`src/rtl/serdes_pkg.sv`:
```
// Shared definitions for the serial transmit controller.
//   state_e : link state encoding, also driven out on o_State
//   K28_5   : comma character used for alignment, idle fill and clock compensation
//   RD_NEG / RD_POS : running-disparity encodings exchanged with the 8b/10b encoder
package serdes_pkg;

  typedef enum logic [1:0] {
    ST_OFF   = 2'd0,
    ST_ALIGN = 2'd1,
    ST_IDLE  = 2'd2,
    ST_DATA  = 2'd3
  } state_e;

  localparam logic [7:0]        K28_5  = 8'hBC;
  localparam logic signed [1:0] RD_NEG = 2'sb11;
  localparam logic signed [1:0] RD_POS = 2'sb01;

endpackage

```
`src/rtl/serdes_tx_fifo.sv`:
```
// Input byte buffer for serdes_tx_ctrl.
// Fall-through FIFO: o_Data always shows the head entry; a pop just advances.
// Ports:
//   i_Clk, i_rst_n : clock, asynchronous active-low reset
//   i_Push, i_Data : write request and byte (ignored when full)
//   i_Pop          : read request (ignored when empty)
//   o_Ready        : not full, and held low until the first edge after reset
//   o_Empty        : no entries
//   o_Data         : head entry
module serdes_tx_fifo
  import serdes_pkg::*;
#(
  parameter int DATA_WIDTH = 8,
  parameter int FIFO_DEPTH = 4
) (
  input  logic                  i_Clk,
  input  logic                  i_rst_n,
  input  logic                  i_Push,
  input  logic [DATA_WIDTH-1:0] i_Data,
  input  logic                  i_Pop,
  output logic                  o_Ready,
  output logic                  o_Empty,
  output logic [DATA_WIDTH-1:0] o_Data
);

  localparam int AW = $clog2(FIFO_DEPTH);

  // Pointers carry one extra wrap bit so full and empty are distinguishable.
  logic [AW:0]           wr_ptr_q, wr_ptr_d;
  logic [AW:0]           rd_ptr_q, rd_ptr_d;
  logic                  rdy_en_q;
  logic [DATA_WIDTH-1:0] mem_q [FIFO_DEPTH];
  logic                  full;
  logic                  push_ok;
  logic                  pop_ok;

  always_comb begin
    full     = ((wr_ptr_q - rd_ptr_q) == (AW+1)'(FIFO_DEPTH));
    o_Empty  = (wr_ptr_q == rd_ptr_q);
    o_Ready  = rdy_en_q & ~full;
    push_ok  = i_Push & o_Ready;
    pop_ok   = i_Pop & ~o_Empty;
    wr_ptr_d = push_ok ? wr_ptr_q + (AW+1)'(1) : wr_ptr_q;
    rd_ptr_d = pop_ok  ? rd_ptr_q + (AW+1)'(1) : rd_ptr_q;
    o_Data   = mem_q[rd_ptr_q[AW-1:0]];
  end

  always_ff @(posedge i_Clk or negedge i_rst_n) begin
    if (!i_rst_n) begin
      wr_ptr_q <= '0;
      rd_ptr_q <= '0;
      rdy_en_q <= 1'b0;
    end else begin
      wr_ptr_q <= wr_ptr_d;
      rd_ptr_q <= rd_ptr_d;
      rdy_en_q <= 1'b1;
    end
  end

  // Storage carries no reset: an entry is only read after it has been written.
  always_ff @(posedge i_Clk) begin
    if (push_ok) mem_q[wr_ptr_q[AW-1:0]] <= i_Data;
  end

endmodule

```
`src/rtl/serdes_tx_ctrl.sv`:
```
// Transmit-side symbol scheduler in front of an 8b/10b encoder.
// Every SYM_PERIOD cycles (slot start = slot counter 0) it decides what the
// encoder sends next: alignment commas after enable, buffered payload bytes,
// or K28.5 fill when idle or when a clock-compensation comma is due.
// Ports:
//   i_Clk, i_rst_n          : clock, asynchronous active-low reset
//   i_Enable                : link enable, sampled at slot start only
//   i_Data, i_Valid, o_Ready: byte input handshake into the buffer
//   o_Sym_Data, o_Sym_K     : symbol for the encoder, held for the whole slot
//   o_Sym_Load              : one-cycle strobe when a new symbol is presented
//   i_Ser_RD, o_RD          : running disparity from / to the encoder
//   o_State, o_Aligned      : link state and "alignment done" flag
module serdes_tx_ctrl
  import serdes_pkg::*;
#(
  parameter int DATA_WIDTH  = 8,
  parameter int FIFO_DEPTH  = 4,
  parameter int SYM_PERIOD  = 12,
  parameter int ALIGN_CNT   = 16,
  parameter int CC_INTERVAL = 256
) (
  input  logic                    i_Clk,
  input  logic                    i_rst_n,
  input  logic                    i_Enable,
  input  logic [DATA_WIDTH-1:0]   i_Data,
  input  logic                    i_Valid,
  output logic                    o_Ready,
  output logic [DATA_WIDTH-1:0]   o_Sym_Data,
  output logic                    o_Sym_K,
  output logic                    o_Sym_Load,
  input  logic signed [1:0]       i_Ser_RD,
  output logic signed [1:0]       o_RD,
  output logic [1:0]              o_State,
  output logic                    o_Aligned
);

  localparam int CW    = $clog2(SYM_PERIOD);
  localparam int AC_W  = $clog2(ALIGN_CNT + 1);
  localparam int RUN_W = $clog2(CC_INTERVAL + 1);

  state_e                state_q, state_d;
  logic [CW-1:0]         cnt_q, cnt_d;
  logic [AC_W-1:0]       align_q, align_d;
  logic [RUN_W-1:0]      run_q, run_d;
  logic [DATA_WIDTH-1:0] sym_data_q, sym_data_d;
  logic                  sym_k_q, sym_k_d;
  logic                  load_q, load_d;
  logic                  loaded_q, loaded_d;
  logic signed [1:0]     rd_q, rd_d;

  logic                  slot_start;
  logic                  link;
  logic                  emit;
  logic                  emit_byte;
  logic                  fifo_pop;
  logic                  fifo_empty;
  logic [DATA_WIDTH-1:0] fifo_data;

  serdes_tx_fifo #(
    .DATA_WIDTH (DATA_WIDTH),
    .FIFO_DEPTH (FIFO_DEPTH)
  ) u_fifo (
    .i_Clk   (i_Clk),
    .i_rst_n (i_rst_n),
    .i_Push  (i_Valid),
    .i_Data  (i_Data),
    .i_Pop   (fifo_pop),
    .o_Ready (o_Ready),
    .o_Empty (fifo_empty),
    .o_Data  (fifo_data)
  );

  always_comb begin
    cnt_d      = (cnt_q == CW'(SYM_PERIOD - 1)) ? '0 : cnt_q + CW'(1);
    slot_start = (cnt_q == '0);
    state_d    = state_q;
    align_d    = align_q;
    run_d      = run_q;
    sym_data_d = sym_data_q;
    sym_k_d    = sym_k_q;
    load_d     = 1'b0;
    loaded_d   = loaded_q;
    rd_d       = rd_q;
    link       = 1'b0;
    emit       = 1'b0;
    emit_byte  = 1'b0;
    fifo_pop   = 1'b0;

    // The encoder reports its disparity at the end of a slot it actually sent.
    if ((cnt_q == CW'(SYM_PERIOD - 1)) && loaded_q) rd_d = i_Ser_RD;

    if (slot_start) begin
      loaded_d = 1'b0;
      if (!i_Enable) begin
        // Dropping enable aborts alignment; buffered bytes stay in the FIFO.
        state_d = ST_OFF;
        align_d = '0;
        run_d   = '0;
      end else begin
        case (state_q)
          ST_OFF: begin
            emit    = 1'b1;
            align_d = AC_W'(1);
            state_d = ST_ALIGN;
          end
          ST_ALIGN: begin
            // Once all alignment commas are out, this slot already behaves as IDLE.
            if (align_q == AC_W'(ALIGN_CNT)) begin
              link = 1'b1;
            end else begin
              emit    = 1'b1;
              align_d = align_q + AC_W'(1);
            end
          end
          default: link = 1'b1;
        endcase

        if (link) begin
          align_d = '0;
          emit    = 1'b1;
          if (run_q == RUN_W'(CC_INTERVAL)) begin
            // Clock-compensation comma: the head byte waits one slot.
            run_d   = '0;
            state_d = ST_DATA;
          end else if (!fifo_empty) begin
            emit_byte = 1'b1;
            fifo_pop  = 1'b1;
            run_d     = run_q + RUN_W'(1);
            state_d   = ST_DATA;
          end else begin
            run_d   = '0;
            state_d = ST_IDLE;
          end
        end
      end

      if (emit) begin
        load_d     = 1'b1;
        loaded_d   = 1'b1;
        sym_k_d    = ~emit_byte;
        sym_data_d = emit_byte ? fifo_data : DATA_WIDTH'(K28_5);
      end
    end
  end

  always_ff @(posedge i_Clk or negedge i_rst_n) begin
    if (!i_rst_n) begin
      state_q    <= ST_OFF;
      cnt_q      <= '0;
      align_q    <= '0;
      run_q      <= '0;
      sym_data_q <= '0;
      sym_k_q    <= 1'b0;
      load_q     <= 1'b0;
      loaded_q   <= 1'b0;
      rd_q       <= RD_NEG;
    end else begin
      state_q    <= state_d;
      cnt_q      <= cnt_d;
      align_q    <= align_d;
      run_q      <= run_d;
      sym_data_q <= sym_data_d;
      sym_k_q    <= sym_k_d;
      load_q     <= load_d;
      loaded_q   <= loaded_d;
      rd_q       <= rd_d;
    end
  end

  assign o_Sym_Data = sym_data_q;
  assign o_Sym_K    = sym_k_q;
  assign o_Sym_Load = load_q;
  assign o_RD       = rd_q;
  assign o_State    = state_q;
  assign o_Aligned  = (state_q == ST_IDLE) || (state_q == ST_DATA);

endmodule

```
`config.mk`:
```
export PLATFORM = sky130hd
export DESIGN_NAME = serdes_tx_ctrl
export DESIGN_NICKNAME = d
export VERILOG_FILES = /design/src/rtl/serdes_pkg.sv /design/src/rtl/serdes_tx_fifo.sv /design/src/rtl/serdes_tx_ctrl.sv
export SDC_FILE = /design/constraint.sdc
export NUM_CORES = 1
export LEC_CHECK = 0
export CAP_MARGIN = 20
export CORE_MARGIN = 2
export CORE_UTILIZATION = 42
export CTS_CLUSTER_DIAMETER = 150
export DETAILED_ROUTE_END_ITERATION = 10
export PLACE_DENSITY = 0.7
export SLEW_MARGIN = 10
export SYNTH_ARGS = -nofsm -noshare
export SYNTH_HDL_FRONTEND = slang
export SYNTH_SLANG_ARGS = --single-unit
```
`constraint.sdc`:
```
create_clock -name i_Clk -period 2.3 [get_ports i_Clk]
set_clock_uncertainty 0.15 [all_clocks]
set_input_delay 0.345 -clock i_Clk [delete_from_list [all_inputs] [get_ports i_Clk]]
set_output_delay 0.345 -clock i_Clk [all_outputs]
set_load 0.005 [all_outputs]
```
==> summary.txt <==
Flow run
  – Max-cap violation count: 0

Worst setup path
  – Flop2flop setup slack: 200 ps
  – Crit path kind: reg -> out
  – Critical path endpoint category: output pin
  – Crit path max fanout: 4
  – Capturing point of the worst reg2reg path: u_fifo.mem_q[1][0]
  – CP required: 1800 ps
  – R2R Path Start: u_fifo.wr_ptr_q[0]
  – CP Launch Point: u_fifo.wr_ptr_q[0]
  – Worst Path Arrival: 1660 ps
  – Crit start category: flop
  – CP Capture Point: o_Ready
  – Depth of the most critical reg-to-reg path: 8

Drt
  – Via/cell ratio: 5.33
  – Final ANT Viol Nets: 0
  – Routed Wire Length: 6.12 mm
  – Routed WL per cell: 15.6 um
  – Vias: 2095
  – DRT iter0 DRCs: 120
  – Number of remaining DRC errors: 0
  – DRT Pass-1 Iters: 4

Timing
  – Min cycle time layout: 2150 ps
  – Endpoints failing hold: 0
  – Slew HR: 65.4%
  – Achievable Freq: 465 MHz
  – Slew @ Worst Pin: 519 ps
  – RSZ-0062 raised after global routing: false
  – Tcrit/Tclk final: 93.6%
  – Final setup TNS: 0 ps
  – Final setup violation count: 0
  – Slew Viols, Final: 0

Floorplan
  – Die area: 8480 um2
  – DIE WIDTH: 92.1 um
  – Starting Density: 42.8%
  – Total core area: 7610 um2
  – IO Pins: 30
  – Rows: 32
  – Die Y: 92.1 um

Synthesis
  – Mux contribution to synthesized area: 7.33%
  – Compound-gate portion of the synthesized area: 12.0%
  – Async S/R FF share, synth: 55.6%
  – Largest family of logic cells by synthesized area: compound AO/OA/AOI/OAI gates
  – Yosys cell types: 52
  – Synthesized flop and latch total: 72
  – Post-synthesis adder-cell area fraction: 4.99%
  – Synth Flop Type: dfrtp_1
  – Simple-Gate Fraction of Synth Area: 10.5%
  – Xor/xnor share of the synthesized area: 1.61%
  – Synth Instances: 235
  – YS warnings: 0
  – EDFF count, synth: 32
  – Mapped Nets: 262
  – Syn_area_per_cell: 13.9 um2
  – Synthesized cell area: 3260 um2
  – Sequential fraction of the synthesis area: 60.3%

Finish
  – Most frequent cells in the layout: dfrtp_1, edfxtp_1, clkdlybuf4s50_1, buf_4
  – P&R area growth vs syn: 22.8%
  – # fillers: 655
  – Fin nets: 313
  – Multi-input gate area: 1200 um2
  – Most common cell after layout, fill and taps aside: dfrtp_1
  – Design Area, Final: 4000 um2
  – Seq. cell area: 1960 um2
  – N_diodes: 0
  – Layout cells sized above 1: 22.3%

CTS
  – Num CTS Buffers: 9
  – Clock buffer depth: 2
  – CTS tree: built
  – H-tree depth: 3
  – Clk slew on worst S/H paths: 80 ps
  – Clk sinks: 72
  – Clock Tree Root: clkbuf_8
  – Clk Latency, worst-skew pair: 340 ps

Pwr
  – Maximum vdd drop: 0.545 mV
  – Tot Pwr: 3.28 mW
  – Power per standard cell area: 819 nW/um2
  – Leakage power: 1.52 nW

Place
  – Port Buf Inserts: 29
  – Post-DP Area: 3780 um2
  – Placer Congestion: 0.804
  – HPWL after detailed placement: 4.08 mm

Global routing
  – Grt total ovfl: 0
  – Number of global-route vias before repair: 2056
  – Initial antenna violation count: 0
  – Global Route Usage Sum: 15.7%
  – First-pass GRT wire length: 10.1 mm
  – Pin count of the biggest net entering global routing: 41

Worst hold path
  – HP Class: reg -> reg

Status
  – Status: completed
-- logic make-up (layout without fill, tap and decap cells) --
family | Yosys count | after routing
compound gates | 50 | 50
xor+xnor | 6 | 6
fa+ha+maj | 13 | 13
buf+inv | 23 | 79
flops | 72 | 72
mux | 13 | 13
other cells | 1 | 1
simple gates | 57 | 57
-- worst min-delay path by stage --
stage	slack, ps	end	start	cells past startpoint
after floorplan	-100	align_q[0]	i_rst_n	0
after global placement	290	o_State[1]	i_rst_n	2
after detailed placement	300	cnt_q[2]	i_rst_n	2
after CTS	350	cnt_q[0]	cnt_q[0]	1
after global routing	370	loaded_q	loaded_q	2
final	350	cnt_q[0]	cnt_q[0]	1
-- registers in the layout, summed over array words and instances (netlist names) --
register         cells
u_fifo.rd_ptr_q      3
cnt_q                4
o_RD                 2
u_fifo.wr_ptr_q      3
o_Sym_K              1
loaded_q             1
align_q              5
o_Sym_Load           1
o_State              2
o_Sym_Data           8
run_q                9
u_fifo.rdy_en_q      1
u_fifo.mem_q        32
-- metal layers --
layer	vias to the layer above	GRT usage (%)	routed length, um
li1	993	-	-
met1	1042	21.7	2890
met5	-	0	0
met2	49	23.6	2890
met3	11	4.35	227
met4	0	6.59	115
-- power breakdown --
| group | internal, mW | leakage (nW) | total (mW) | switching (mW) |
|---|---|---|---|---|
| Sequential | 1.49 | 0.788 | 1.55 | 0.0629 |
| Combinational | 0.418 | 0.646 | 0.798 | 0.380 |
| Clock | 0.411 | 0.0888 | 0.932 | 0.521 |
| Total | 2.31 | 1.52 | 3.28 | 0.964 |
-- worst max-delay path, cell delays in order (launching register included) --
cell           delay, ps
dfrtp_1              390
inv_2                100
ha_1                 140
nor2b_1              150
xnor2_1              100
a31oi_1              180
dlygate4sd2_1        250
-- through the flow --
step	hold slack, ps	setup WS (ps)	cells	utilization (%)
global route	369	13.1	393	52.6
CTS	350	114	392	52.5
global placement	291	201	373	49.7
finish	353	147	393	52.6
detailed placement	298	145	373	49.7
floorplan	-101	35.3	235	-
-- cell usage after synthesis (2+ instances only) --
cell / number / share of area (%)
nand2_1: 10 / 1.2
clkbuf_1: 4 / 0.46
nor2b_1: 3 / 0.58
inv_1: 14 / 1.6
nand3_1: 10 / 1.5
dfrtp_1: 38 / 29
mux2_2: 3 / 1.0
nor3_1: 4 / 0.61
o21ai_0: 12 / 1.8
nor2_1: 9 / 1.0
a31oi_1: 5 / 0.96
nand2b_1: 3 / 0.58
dfstp_2: 2 / 1.6
and2_1: 3 / 0.58
nand4_1: 6 / 1.2
xnor2_1: 5 / 1.3
ha_1: 13 / 5.0
o211ai_1: 2 / 0.46
o22a_1: 5 / 1.3
a41oi_1: 2 / 0.54
a311o_1: 3 / 0.92
buf_6: 2 / 0.69
mux4_2: 8 / 5.5
edfxtp_1: 32 / 29
a21oi_1: 5 / 0.77
a22o_2: 4 / 1.2
clkbuf_2: 2 / 0.31
a22o_1: 2 / 0.54
-- area by class of cell --
cell class              count  share of cell area, %
flip-flops and latches     72                   49.1
multi-input cells         140                   29.9
repair buffers             49                   11.8
well taps                 102                   3.19
clock buffers               9                   3.09
clock inverters             7                   1.53
inverters                  14                   1.31
-- what timing repair did --
action | CTS | global route
cloned | 0 | 0
pin swaps | 0 | 1
setup endpoints to repair | 1 | 1
endpoints found under the hold margin | 38 | 0
buffers inserted | 2 | 1
resized for setup | 3 | 0
hold buffers | 1 | 0
(Power assumes the default switching activity.)
==> variant, RTL diff (config.mk and constraints unchanged) <==
`FIFO_DEPTH` is set to 4 in 2 places; all go to 8.
--- a/src/rtl/serdes_tx_fifo.sv
+++ b/src/rtl/serdes_tx_fifo.sv
@@ -11,7 +11,7 @@
   import serdes_pkg::*;
 #(
   parameter int DATA_WIDTH = 8,
-  parameter int FIFO_DEPTH = 4
+  parameter int FIFO_DEPTH = 8
 ) (
   input  logic                  i_Clk,
   input  logic                  i_rst_n,
--- a/src/rtl/serdes_tx_ctrl.sv
+++ b/src/rtl/serdes_tx_ctrl.sv
@@ -14,7 +14,7 @@
   import serdes_pkg::*;
 #(
   parameter int DATA_WIDTH  = 8,
-  parameter int FIFO_DEPTH  = 4,
+  parameter int FIFO_DEPTH  = 8,
   parameter int SYM_PERIOD  = 12,
   parameter int ALIGN_CNT   = 16,
   parameter int CC_INTERVAL = 256
Check against the original RTL: not equivalent (a bounded check fails within 10 cycles, from zero or initial values and one cycle with i_rst_n low).
==> variant against the original RTL <==
- the run now ends with negative setup slack left
- cell area is 44% higher
- synthesized area is 39% higher
- sequential cell count is 34 higher
- maximum frequency is 8.0% lower
- clock power is 31% higher
- wire length is 51% higher
- setup slack worse by 190 ps
- sequential share of layout area is 2.4 points higher
- synthesized cell count is 33% higher
- power is 66% higher
==> variant: results <==
{
  "status": "finished, violations left",
  "violations": "negative setup slack",
  "drive_above_1_share": 0.282,
  "nFillCells": 866,
  "routabilityCongestion": 0.799,
  "synth_common_cells": "edfxtp_1, dfrtp_1, nand2_1, nor2_1",
  "place_worst_setup_slack_ps": -150,
  "ys_seq_area_frac": 0.658,
  "netlist-cell-type-count": 49,
  "wl_per_cell_um": 17.4,
  "leakage_nw": 2.21,
  "clk_pin_slew_worst_paths_ps": 110,
  "largest_register_ffs": 64,
  "first_pass_iters": 5,
  "hold_path_class": "primary input to asynchronous set/reset pin",
  "grt_max_degree": 25,
  "placed_area_sq_um": 5350,
  "vias": 2849,
  "drt_first_iter_violations": 98,
  "worst_slack_ps": -39.0,
  "cp_data_arrival_time_ps": 2290,
  "grt_usage": 0.173,
  "ys_top_cells_by_area": "edfxtp_1, dfrtp_1, mux4_2",
  "critPathMaxStageDelay_ps": 410,
  "setup_viol": 39,
  "synth_edf_count": 64,
  "grt_pass1_wl_um": 15000,
  "insertion_delay_ps": 380,
  "final_net_count": 417,
  "async_reset_ff_frac": 0.396,
  "synthesis.nets": 337,
  "cts_buffers": 9,
  "hpwl_um": 6180
}
[variant: final timing paths]
check	from	cells past startpoint	to	slack, ps
max in group asynchronous	i_rst_n	3	o_RD[0]	1120
worst min register to register	cnt_q[0]	1	cnt_q[0]	340
worst max-delay path	u_fifo.rd_ptr_q[1]	9	u_fifo.mem_q[0][0]	-40
min in group i_Clk	cnt_q[0]	1	cnt_q[0]	340
worst max register to register	u_fifo.rd_ptr_q[1]	9	u_fifo.mem_q[0][0]	-40
worst min-delay path	i_rst_n	2	u_fifo.rd_ptr_q[1]	300
[variant: layout make-up]
cell class	instances	area, sq um	share of cell area
inverters	13	55.1	0.00952
clock buffers	9	124	0.0214
clock inverters	7	90.1	0.0156
multi-input cells	183	1620	0.280
repair buffers	79	752	0.130
well taps	136	170	0.0294
flip-flops and latches	106	2980	0.514
[variant: critical path: cells and delay by family, from the launching register on]
| kind | cells | cell delay, ps |
|---|---|---|
| DFF | 1 | 410 |
| buffers and inverters | 4 | 520 |
| and+or+nand+nor | 3 | 490 |
| AOI/OAI and AO/OA | 1 | 290 |
| adders and majority gates | 1 | 210 |
[variant: cell families after synthesis]
logic type,after synthesis,share of synthesized area
DFF,106,0.658
and+or+nand+nor,100,0.109
AOI/OAI and AO/OA,39,0.0614
muxes,23,0.0963
buffers and inverters,23,0.0232
adders and majority gates,11,0.0304
xor gates and xnor gates,9,0.0207
other,1,0.000829
[variant: routing by layer]
metal	track usage	vias up	part of all wire
li1	-	1338	-
met1	0.216	1434	0.43
met2	0.299	67	0.52
met3	0.0381	10	0.041
met4	0.0540	0	0.015
met5	0	-	0
[variant: metrics by stage]
stage | setup TNS, ps | power [W] | instances
detailed placement | -4640 | 0.00407 | 506
CTS | -652 | 0.00542 | 527
global route | -4360 | 0.00574 | 533
finish | -662 | 0.00545 | 533
global placement | -2810 | 0.00401 | 506
floorplan | 0 | 0.00339 | 312
[variant: repair_timing]
action / CTS / global route
endpoints found under the hold margin: 18 / 0
endpoints found under the setup margin: 67 / 56
pin swaps: 6 / 6
hold buffers: 1 / 0
resized for setup: 21 / 5
setup buffers: 4 / 6
[variant: power breakdown]
part	total [W]	internal, W	switching (W)
Clock	0.00122	0.000532	0.000684
Sequential	0.00237	0.00225	0.000121
Combinational	0.00186	0.00101	0.000856
Total	0.00545	0.00379	0.00166
